===== src/rtl/dl_seq_ctrl.sv =====
// rtl/dl_seq_ctrl.sv - HPS download sequencer: ROM write port, variant/DIP registers, core reset.
// The core leaves reset only after a full-length ROM image followed by a settle countdown.
module dl_seq_ctrl #(
  parameter int ROM_SIZE    = 32768,
  parameter int ROM_AW      = 15,
  parameter int HOLD_CYCLES = 16
) (
  input  logic              clk_i,
  input  logic              reset,
  input  logic              ioctl_download,
  input  logic              ioctl_wr,
  input  logic [7:0]        ioctl_index,
  input  logic [24:0]       ioctl_addr,
  input  logic [7:0]        ioctl_dout,
  output logic              rom_we,
  output logic [ROM_AW-1:0] rom_addr,
  output logic [7:0]        rom_data,
  output logic [7:0]        mod,
  output logic [7:0]        dsw0,
  output logic [7:0]        dsw1,
  output logic              core_reset,
  output logic              dl_busy,
  output logic              rom_err
);

  localparam int HW = $clog2(HOLD_CYCLES + 1);

  typedef enum logic [1:0] {IDLE, LOAD, HOLD, RUN} state_t;

  state_t        state;
  logic          dl_q;
  logic          dl_is_rom;
  logic          rom_loaded;
  logic [16:0]   rom_cnt;
  logic [16:0]   cnt_next;
  logic [HW-1:0] hold_cnt;
  logic          err_next;

  logic idx_rom, idx_mod, idx_dip;
  logic start, fall, rom_window, rom_strobe, addr_ok, rom_wr, rom_ovf;

  assign idx_rom = (ioctl_index == 8'd0);
  assign idx_mod = (ioctl_index == 8'd1);
  assign idx_dip = (ioctl_index == 8'd254);

  // The edge register keeps sampling through block reset so a download that
  // is still running when reset drops is not mistaken for a fresh start.
  always_ff @(posedge clk_i) begin
    dl_q <= ioctl_download;
  end

  assign start      = ioctl_download & ~dl_q & (idx_rom | idx_mod);
  assign fall       = ~ioctl_download & dl_q;
  assign rom_window = start ? idx_rom : ((state == LOAD) & dl_is_rom);
  assign rom_strobe = ioctl_wr & ioctl_download & idx_rom & rom_window;
  assign addr_ok    = (ioctl_addr < 25'(ROM_SIZE));
  assign rom_wr     = rom_strobe & addr_ok;
  assign rom_ovf    = rom_strobe & ~addr_ok;

  always_comb begin
    cnt_next = (start && idx_rom) ? 17'd0 : rom_cnt;
    if (rom_wr && cnt_next != '1) cnt_next = cnt_next + 17'd1;
  end

  always_comb begin
    err_next = rom_err;
    if (start && idx_rom) err_next = 1'b0;
    if (rom_ovf) err_next = 1'b1;
    if (state == LOAD && fall && dl_is_rom && rom_cnt != 17'(ROM_SIZE)) err_next = 1'b1;
  end

  always_ff @(posedge clk_i) begin
    if (reset) begin
      state      <= IDLE;
      rom_we     <= 1'b0;
      rom_addr   <= '0;
      rom_data   <= 8'd0;
      mod        <= 8'hFF;
      dsw0       <= 8'd0;
      dsw1       <= 8'd0;
      core_reset <= 1'b1;
      dl_busy    <= 1'b0;
      rom_err    <= 1'b0;
      rom_cnt    <= 17'd0;
      rom_loaded <= 1'b0;
      dl_is_rom  <= 1'b0;
      hold_cnt   <= '0;
    end else begin
      rom_we  <= rom_wr;
      rom_cnt <= cnt_next;
      rom_err <= err_next;
      if (rom_wr) begin
        rom_addr <= ioctl_addr[ROM_AW-1:0];
        rom_data <= ioctl_dout;
      end
      if (ioctl_wr && idx_mod) mod <= ioctl_dout;
      if (ioctl_wr && idx_dip && ioctl_addr[24:3] == 22'd0) begin
        if (ioctl_addr[2:0] == 3'd0) dsw0 <= ioctl_dout;
        if (ioctl_addr[2:0] == 3'd1) dsw1 <= ioctl_dout;
      end

      if (start) begin
        state      <= LOAD;
        dl_busy    <= 1'b1;
        core_reset <= 1'b1;
        dl_is_rom  <= idx_rom;
      end else begin
        case (state)
          LOAD: begin
            if (fall) begin
              state    <= HOLD;
              hold_cnt <= HW'(HOLD_CYCLES - 1);
              if (dl_is_rom) rom_loaded <= 1'b1;
            end
          end
          HOLD: begin
            if (hold_cnt == '0) begin
              dl_busy <= 1'b0;
              if (!rom_err && rom_loaded) begin
                state      <= RUN;
                core_reset <= 1'b0;
              end else begin
                state      <= IDLE;
                core_reset <= 1'b1;
              end
            end else begin
              hold_cnt <= hold_cnt - 1'b1;
            end
          end
          default: ;
        endcase
      end
    end
  end

endmodule

===== config.mk =====
export PLATFORM = sky130hd
export DESIGN_NAME = dl_seq_ctrl
export DESIGN_NICKNAME = d
export VERILOG_FILES = /design/src/rtl/dl_seq_ctrl.sv
export SDC_FILE = /design/constraint.sdc
export NUM_CORES = 1
export LEC_CHECK = 0
export BUFFER_PORTS_ARGS = -buffer_cell sky130_fd_sc_hd__buf_2
export CELL_PAD_IN_SITES_DETAIL_PLACEMENT = 1
export CELL_PAD_IN_SITES_GLOBAL_PLACEMENT = 2
export CORE_MARGIN = 3
export CORE_UTILIZATION = 32
export CTS_CLUSTER_SIZE = 20
export DETAILED_ROUTE_END_ITERATION = 10
export PLACE_DENSITY = 0.93
export SETUP_SLACK_MARGIN = 0.05
export SLEW_MARGIN = 20
export SYNTH_ARGS = -nofsm -noshare
export SYNTH_HDL_FRONTEND = slang
export SYNTH_SLANG_ARGS = --single-unit

===== constraint.sdc =====
create_clock -name clk_i -period 7.7 [get_ports clk_i]
set_clock_uncertainty 0.2 [all_clocks]
set_input_delay 0.77 -clock clk_i [delete_from_list [all_inputs] [get_ports clk_i]]
set_output_delay 0.77 -clock clk_i [all_outputs]
set_load 0.02 [all_outputs]

==> summary.txt, run 1 <==
Outcome
  • Status: completed

Logic synthesis
  • Warnings, synthesis: 0
  • Post-synthesis cell area: around 0.0034 mm²
  • Post-synth EDFFs: 0
  • Syn Area/Cell: ~8.6 µm²
  • Netlist cell types: 44
  • Syn_nets: about 440
  • Gate Count Post-Synth: around 390
  • Post-synth ARST share: 0
  • Ys flop type: dfxtp_1
  • Flops & latches, synth: approximately 80
  • Seq/Total Area, Yosys: 0.4610

STA
  • Final Hold Violating Endpoints: 0
  • Max Slew Vio Count: 0
  • Fmax: approximately 230 MHz
  • Setup TNS: 0 ns
  • Tmin final: between 4 and 5 ns
  • RSZ-0062 raised after global routing: no
  • # setup viols final: 0
  • Setup ws final: approximately 3.4 ns
  • Worst Tran Pin Value: between 0.7 and 0.8 ns
  • Slew margin rel.: 0.4781
  • Period Utilization, post-route: 0.5574

Final layout
  • Nets: around 540
  • Ratio of cells with drive above 1 in the final layout: 0.2490
  • Final cell utilization of the core: 0.4170
  • Area growth syn-to-layout: 23.68%
  • Inserted Diodes: 0

Clock network
  • Clock Path Buffers: 2
  • CTS Buf Count: 9
  • H-tree levels: 3
  • Clock transition at path regs: roughly 0.08 ns
  • Post-cts gate resize count: 0
  • Clock Latency Late Sink: around 0.35 ns
  • CTS tree: built
  • CTS sink count: a little under 80
  • Root Driver: clkbuf_8
  • Cts hold-fix bufs: 0
  • Post-CTS Setup Inserts: 0

Floorplanning
  • Core area: between 0.01 and 0.015 mm²
  • Die Height: 108.9 µm
  • Chip Width: ~110 µm
  • Io pins: 96
  • Die area: 0.01185 mm²
  • Initial Util: 0.3372
  • Num rows: 36

Global route
  • Initial antenna violation count: 0
  • Vias in the first global route: approximately 3400
  • Largest net degree at the start of global routing: 66
  • Overflow after GRT: 0
  • Global-route usage over all layers: 0.1794
  • First-pass GRT wire length: between 15 and 20 mm

Drt
  • WL/cell: ~16 µm
  • Post-Route WL: 9.863 mm
  • Remaining DRCs: 0
  • DRT iter0 DRCs: ~110
  • Antenna Violating Nets Remaining: 0
  • Total number of vias: ~3200
  • Vias per inst: slightly above 5
  • DRT Pass-1 Iters: 4

Critical path
  • Slowest CP cell: nor4b_1
  • Critical path class: in -> reg
  • Crit path DAT: about 4.3 ns
  • CP Max Fanout: 7
  • Worst setup SP type: input port
  • Slowest Stage Delay on Critical Path: ~0.57 ns
  • Worst path required time: between 7 and 8 ns
  • Setup crit end kind: flop
  • CP Cell Sequence: buf_2, nor4b_1, nand3_1, and2_1, ha_1, nand2_1, or3_1, nor3_1, ha_1, nand4b_1, or2_2, nor4_1, xnor2_1, nor2_1
  • CP dominant cell by count: ha_1

Place
  • Dpl ws: 3.088 ns
  • I/O Buffers: 95
  • Gpl congestion: between 0.7 and 0.8
  • Post-DP HPWL: around 7.4 mm

Worst hold path
  • Hold crit path type: reg -> reg

Run
  • Max_cap viols: 0

Power and ir drop
  • VDD IR-drop max: between 0.0001 and 0.00015 V
  • LEAKAGE: approximately 1.7 nW
  • P per Cell Area: 184.1 mW/mm²
-- final cells by class --
class | instances | area, µm²
clock buffers | 9 | 123.9
flip-flops and latches | 78 | 1562
multi-input cells | 282 | 1689
repair buffers | 98 | 498.0
inverters | 17 | 63.81
well taps | 133 | 166.4
clock inverters | 6 | 86.33
fillers | 1237 | 5856
-- synth_stat cells, types with 2 or more instances --
| master | n | area [µm²] |
|---|---|---|
| dfxtp_1 | 78 | 1562 |
| nand2_1 | 62 | 232.7 |
| nor2_1 | 43 | 161.4 |
| a21oi_1 | 41 | 205.2 |
| inv_1 | 17 | 63.81 |
| mux2i_1 | 17 | 170.2 |
| nand3_1 | 14 | 70.07 |
| nor4_1 | 12 | 75.07 |
| clkbuf_1 | 11 | 41.29 |
| a211o_1 | 8 | 70.07 |
| nor3_1 | 8 | 40.04 |
| xnor2_1 | 8 | 70.07 |
| nand4_1 | 6 | 37.54 |
| a21o_1 | 5 | 37.54 |
| and2_1 | 5 | 31.28 |
| nor4b_1 | 5 | 43.79 |
| o21ai_0 | 5 | 25.02 |
| buf_2 | 4 | 20.02 |
| ha_1 | 4 | 50.05 |
| nor4_4 | 4 | 85.08 |
| nand2b_1 | 3 | 18.77 |
| nand4b_1 | 3 | 26.28 |
| xor2_1 | 3 | 26.28 |
| a211oi_1 | 2 | 15.01 |
| and3_1 | 2 | 12.51 |
| and4_1 | 2 | 17.52 |
| nor2b_1 | 2 | 12.51 |
| nor4_2 | 2 | 25.02 |
| or2_2 | 2 | 12.51 |
| or3_1 | 2 | 12.51 |
-- cells in the final DEF (no fill, tap or decap), drive strengths merged, types with 2 or more instances in the layout --
master | Yosys | final
buf | 6 | 98
dfxtp | 78 | 78
nand2 | 62 | 62
nor2 | 43 | 43
a21oi | 41 | 41
inv | 17 | 18
nor4 | 18 | 18
mux2i | 17 | 17
nand3 | 14 | 14
clkbuf | 11 | 9
nor3 | 9 | 9
xnor2 | 8 | 8
a211o | 8 | 8
nand4 | 6 | 6
nor4b | 5 | 5
and2 | 5 | 5
o21ai | 5 | 5
a21o | 5 | 5
ha | 4 | 4
nand4b | 3 | 3
nand2b | 3 | 3
xor2 | 3 | 3
or3 | 2 | 2
and3 | 2 | 2
nor2b | 2 | 2
or2 | 2 | 2
and4 | 2 | 2
a211oi | 2 | 2
clkinv | 0 | 2
bufinv | 0 | 2
-- per-layer routing --
metal,vias to the layer above,part of all wire,global-route usage
met4,0,0.015,0.06853
met2,82,0.47,0.2956
li1,1557,-,-
met5,-,0,0
met3,12,0.077,0.05861
met1,1528,0.44,0.2168
-- kinds of logic after synthesis --
family	share of synthesized area
fa+ha+maj	0.01478
xor+xnor	0.02845
compound gates	0.1164
simple gates	0.2889
flops	0.4610
buf+inv	0.04027
mux	0.05024
-- registers in the layout, summed over array words and instances, names as in the netlist --
name and flops:
core_reset 1, dl_busy 1, dl_is_rom 1, dl_q 1
dsw0 8, dsw1 8, hold_cnt 5, mod 8
rom_addr 15, rom_cnt 17, rom_data 8, rom_err 1
rom_loaded 1, rom_we 1, state 2
-- where the power goes --
group,switching [mW],internal (mW)
Sequential,0.000317,0.403
Clock,0.156,0.181
Combinational,0.0193,0.0116
-- worst max-delay path, delay by kind of cell --
kind,cells,cell delay (ns)
adders and majority gates,2,0.52
buffers and inverters,1,0.12
and+or+nand+nor,10,2.74
xor gates and xnor gates,1,0.17
-- stage by stage --
step	hold WS, ns	area (µm²)	cells	total power, mW
floorplan	0.2378	3387	394	0.4240
global placement	0.2368	3979	608	0.4435
detailed placement	0.2452	3979	608	0.4443
CTS	0.2585	4189	623	0.7804
global route	0.2768	4189	623	0.8055
finish	0.2561	4189	623	0.7712
-- path summary, 6_finish.rpt --
check	start	depth (start not counted)	endpoint	slack [ns]
min reg2reg	rom_data[1]$_SDFFE_PP0P_	2	rom_data[1]$_SDFFE_PP0P_	0.26
max reg2reg	dl_q$_DFF_P_	13	rom_cnt[7]$_SDFF_PP0_	4.17
max	ioctl_index[1]	14	rom_cnt[7]$_SDFF_PP0_	3.41
min	rom_data[1]$_SDFFE_PP0P_	2	rom_data[1]$_SDFFE_PP0P_	0.26
Power figures use the tool's default switching activity.
==> inputs of run 2 (changes only) <==
--- a/config.mk
+++ b/config.mk
@@ -5,14 +5,15 @@
 export SDC_FILE = /design/constraint.sdc
 export NUM_CORES = 1
 export LEC_CHECK = 0
+export ABC_AREA = 1
 export BUFFER_PORTS_ARGS = -buffer_cell sky130_fd_sc_hd__buf_2
 export CELL_PAD_IN_SITES_DETAIL_PLACEMENT = 1
 export CELL_PAD_IN_SITES_GLOBAL_PLACEMENT = 2
 export CORE_MARGIN = 3
-export CORE_UTILIZATION = 32
+export CORE_UTILIZATION = 25
 export CTS_CLUSTER_SIZE = 20
 export DETAILED_ROUTE_END_ITERATION = 10
-export PLACE_DENSITY = 0.93
+export PLACE_DENSITY = 0.83
 export SETUP_SLACK_MARGIN = 0.05
 export SLEW_MARGIN = 20
 export SYNTH_ARGS = -nofsm -noshare
==> constraint.sdc (replaced) <==
create_clock -name clk_i -period 3.5 [get_ports clk_i]
set_clock_uncertainty 0.2 [all_clocks]
set_input_delay 0.35 -clock clk_i [delete_from_list [all_inputs] [get_ports clk_i]]
set_output_delay 0.35 -clock clk_i [all_outputs]
set_load 0.02 [all_outputs]
==> run 2 against run 1 <==
  * Clock power grew to 3.1 times the previous value
  * Setup slack worse by 3.2 ns
  * Flip-flop and latch count stayed put
  * Wire length is 19% higher
  * Critical endpoint is now rom_cnt[6]$_SDFF_PP0_
==> summary.txt, run 2 <==
Global route
  • Vias in the first global route: 4124 (was 3401)
  • Global-route usage over all layers: 0.1491 (was 0.1794)
  • Overflow after GRT: 0 (unchanged)
  • Initial antenna violation count: 0 (unchanged)
  • First-pass GRT wire length: 19.54 mm (was 16.77 mm)
  • Largest net degree at the start of global routing: 31 (was 66)

Logic synthesis
  • Warnings, synthesis: 0 (unchanged)
  • Ys flop type: dfxtp_1 (unchanged)
  • Post-synth ARST share: 0 (unchanged)
  • Area leader, netlist: dfxtp_1 (unchanged)
  • Post-synth EDFFs: 0 (unchanged)
  • Seq/Total Area, Yosys: 0.4252 (was 0.4610)
  • Top post-synthesis cells by count: nor2_1, nand2_1, dfxtp_1 (was dfxtp_1, nand2_1, nor2_1)
  • Most numerous cell in the Yosys netlist: nor2_1 (was dfxtp_1)
  • Area contributors post-synth: dfxtp_1, nor2_1, nand2_1 (was dfxtp_1, nand2_1, a21oi_1)
  • Syn Area/Cell: 6.851 µm² (was 8.596 µm²)
  • Yosys top cell area share: 0.4252 (was 0.4610)
  • Gate Count Post-Synth: 536 (was 394)
  • Flops & latches, synth: 78 (unchanged)
  • Syn_nets: 585 (was 443)
  • Post-synthesis cell area: 0.003672 mm² (was 0.003387 mm²)
  • Netlist cell types: 35 (was 44)

Critical path
  • Worst path required time: 3.54 ns (was 7.73 ns)
  • Crit path max-delay family: simple AND/OR/NAND/NOR gates (unchanged)
  • CP dominant cell by count: nand2_1 (was ha_1)
  • Crit path DAT: 3.30 ns (was 4.32 ns)
  • Critical path class: in -> reg (unchanged)
  • Setup crit end kind: flop (unchanged)
  • Slowest CP cell: dlygate4sd3_1 (was nor4b_1)
  • Slowest Stage Delay on Critical Path: 0.53 ns (was 0.57 ns)
  • CP bufs+invs: 6 (was 1)
  • Worst setup SP type: input port (unchanged)
  • CP Max Fanout: 13 (was 7)
  • CP Cell Sequence: dlygate4sd3_1, buf_2, inv_1, nor2_2, nand2_4, inv_1, nor2_2, ha_1, nand2_1, nand3b_1, nor2_2, nand2_2, nor4_2, ha_2, inv_1, nand2_4, inv_4, nand2_1, nand2_1, nand2_1, nor2_1 (was buf_2, nor4b_1, nand3_1, and2_1, ha_1, nand2_1, or3_1, nor3_1, ha_1, nand4b_1, or2_2, nor4_1, xnor2_1, nor2_1)

Drt
  • DRT Pass-1 Iters: 4 (unchanged)
  • Remaining DRCs: 0 (unchanged)
  • DRT iter0 DRCs: 78 (was 113)
  • Antenna Violating Nets Remaining: 0 (unchanged)
  • Post-Route WL: 11.77 mm (was 9.863 mm)
  • Total number of vias: 3750 (was 3179)
  • Vias per inst: 4.590 (was 5.103)
  • WL/cell: 14.41 µm (was 15.83 µm)

Place
  • Dpl ws: 0.2925 ns (was 3.088 ns)
  • Gpl congestion: 0.7988 (was 0.7920)
  • I/O Buffers: 95 (unchanged)
  • Post-DP HPWL: 8.853 mm (was 7.367 mm)
  • Placed instance area: 0.004295 mm² (was 0.003979 mm²)

Final layout
  • Inserted Diodes: 0 (unchanged)
  • Area growth syn-to-layout: 27.36% (was 23.68%)
  • Nets: 681 (was 535)
  • Top flop regs: rom_cnt (17), rom_addr (15) (unchanged)
  • Most frequent cells in the layout: nor2_1, nand2_1, buf_2 (was buf_2, dfxtp_1, nand2_1)
  • Top reg by flops: rom_cnt (unchanged)
  • Ratio of cells with drive above 1 in the final layout: 0.2229 (was 0.2490)
  • Max reg flops: 17 (unchanged)
  • Most common cell after layout, fill and taps aside: nor2_1 (was buf_2)
  • Final instance area: 0.004677 mm² (was 0.004189 mm²)

STA
  • Max Slew Vio Count: 0 (unchanged)
  • Final Hold Violating Endpoints: 0 (unchanged)
  • Setup ws final: 0.2341 ns (was 3.408 ns)
  • RSZ-0062 raised after global routing: no (unchanged)
  • Fin Hold WS: 0.05491 ns (was 0.2561 ns)
  • # setup viols final: 0 (unchanged)
  • Worst Tran Pin Value: 0.9451 ns (was 0.7806 ns)
  • Fmax: approximately 300 MHz
  • Slew margin rel.: 0.3693 (was 0.4781)
  • Period Utilization, post-route: 0.9331
  • Tmin final: around 3.3 ns
  • Setup TNS: 0 ns (unchanged)

Floorplanning
  • Num rows: 43 (was 36)
  • Core area: 0.01415 mm² (was 0.01004 mm²)
  • Die area: 0.01618 mm² (was 0.01185 mm²)
  • Initial Util: 0.2595 (was 0.3372)
  • Io pins: 96 (unchanged)
  • Chip Width: 127.2 µm (was 108.9 µm)
  • Die Height: 127.2 µm (was 108.9 µm)

Clock network
  • Clock transition at path regs: 0.07 ns (was 0.08 ns)
  • CTS tree: built (unchanged)
  • CTS sink count: 78 (unchanged)
  • Root Driver: clkbuf_16 (was clkbuf_8)
  • H-tree levels: 3 (unchanged)
  • Clock Path Buffers: 2 (unchanged)
  • Clock Latency Late Sink: 0.34 ns (was 0.35 ns)
  • CTS Buf Count: 9 (unchanged)

Run
  • Max_cap viols: 0 (unchanged)

Power and ir drop
  • VDD IR-drop max: 0.0002793 V (was 0.0001007 V)
  • LEAKAGE: 2.298 nW (was 1.705 nW)
  • P per Cell Area: 428.2 mW/mm² (was 184.1 mW/mm²)

Outcome
  • Status: completed (unchanged)

Worst hold path
  • Hold crit path type: in -> reg (was reg -> reg)
[run 2: cell count changes after synthesis, moves of 6 or more]
cell	delta
inv_1	+54
nor4_1	-10
xnor2_1	-7
a211o_1	-8
nor2_1	+67
mux2i_1	-17
nor3b_1	+6
o21ai_0	+27
a21oi_1	-17
nand3_1	+23
nand2_1	+43
[run 2: per-stage QoR]
stage	util	cells	total power [mW]
global placement	0.3036	797	0.9902
detailed placement	0.3036	797	0.9935
global route	0.3305	817	2.085
CTS	0.3271	814	2.035
finish	0.3305	817	2.003
floorplan	-	536	0.9459
[run 2: repair_timing]
item | CTS | global route
setup endpoints to repair | 0 | 14
hold buffers | 1 | 0
setup buffers | 0 | 3
gates resized for setup | 0 | 9
endpoints found under the hold margin | 1 | 0
[run 2: kinds of logic (layout without fill, tap and decap cells)]
kind of cell	Yosys count	in the layout	share of synthesized area
AO/OA/AOI/OAI	66	66	0.09438
buffers and inverters	91	192	0.1039
adder cells (fa/ha/maj)	4	4	0.01363
AND/OR/NAND/NOR	295	295	0.3581
XOR/XNOR	2	2	0.004771
flip-flops	78	78	0.4252
[run 2: worst min-delay path, stage by stage]
cell	delay, ns
buf_2	0.07
inv_1	0.04
a21oi_1	0.10
[run 2: per-layer routing]
layer / part of all wire / GRT usage / routed length [µm]
met1: 0.43 / 0.1673 / 5059
met2: 0.50 / 0.2631 / 5827
met3: 0.066 / 0.06229 / 773
met4: 0.0093 / 0.03533 / 109
met5: 0 / 0 / 0
[run 2: area by class of cell]
type                       count  area (µm²)
sequential                    78        1562
fill                        1806        9473
timing repair buffer         103       538.0
multi-input combinational    367        1753
clock buffer                  10       229.0
inverter                      73       276.5
clock inverter                 6       93.84
tap                          180       225.2
[run 2: path summary, 6_finish.rpt]
path	start	to	slack, ns	cells after the start
max	ioctl_download	rom_cnt[6]$_SDFF_PP0_	0.23	21
min	ioctl_addr[11]	rom_addr[11]$_SDFFE_PP0P_	0.05	3
max reg2reg	dl_q$_DFF_P_	rom_cnt[6]$_SDFF_PP0_	0.66	18
min reg2reg	hold_cnt[0]$_SDFFE_PP0P_	hold_cnt[0]$_SDFFE_PP0P_	0.26	1
[run 2: report_power, final]
group	switching, mW	internal, mW
registers	0.00113	0.889
clock network	0.397	0.631
logic	0.0533	0.0304
total	0.452	1.55
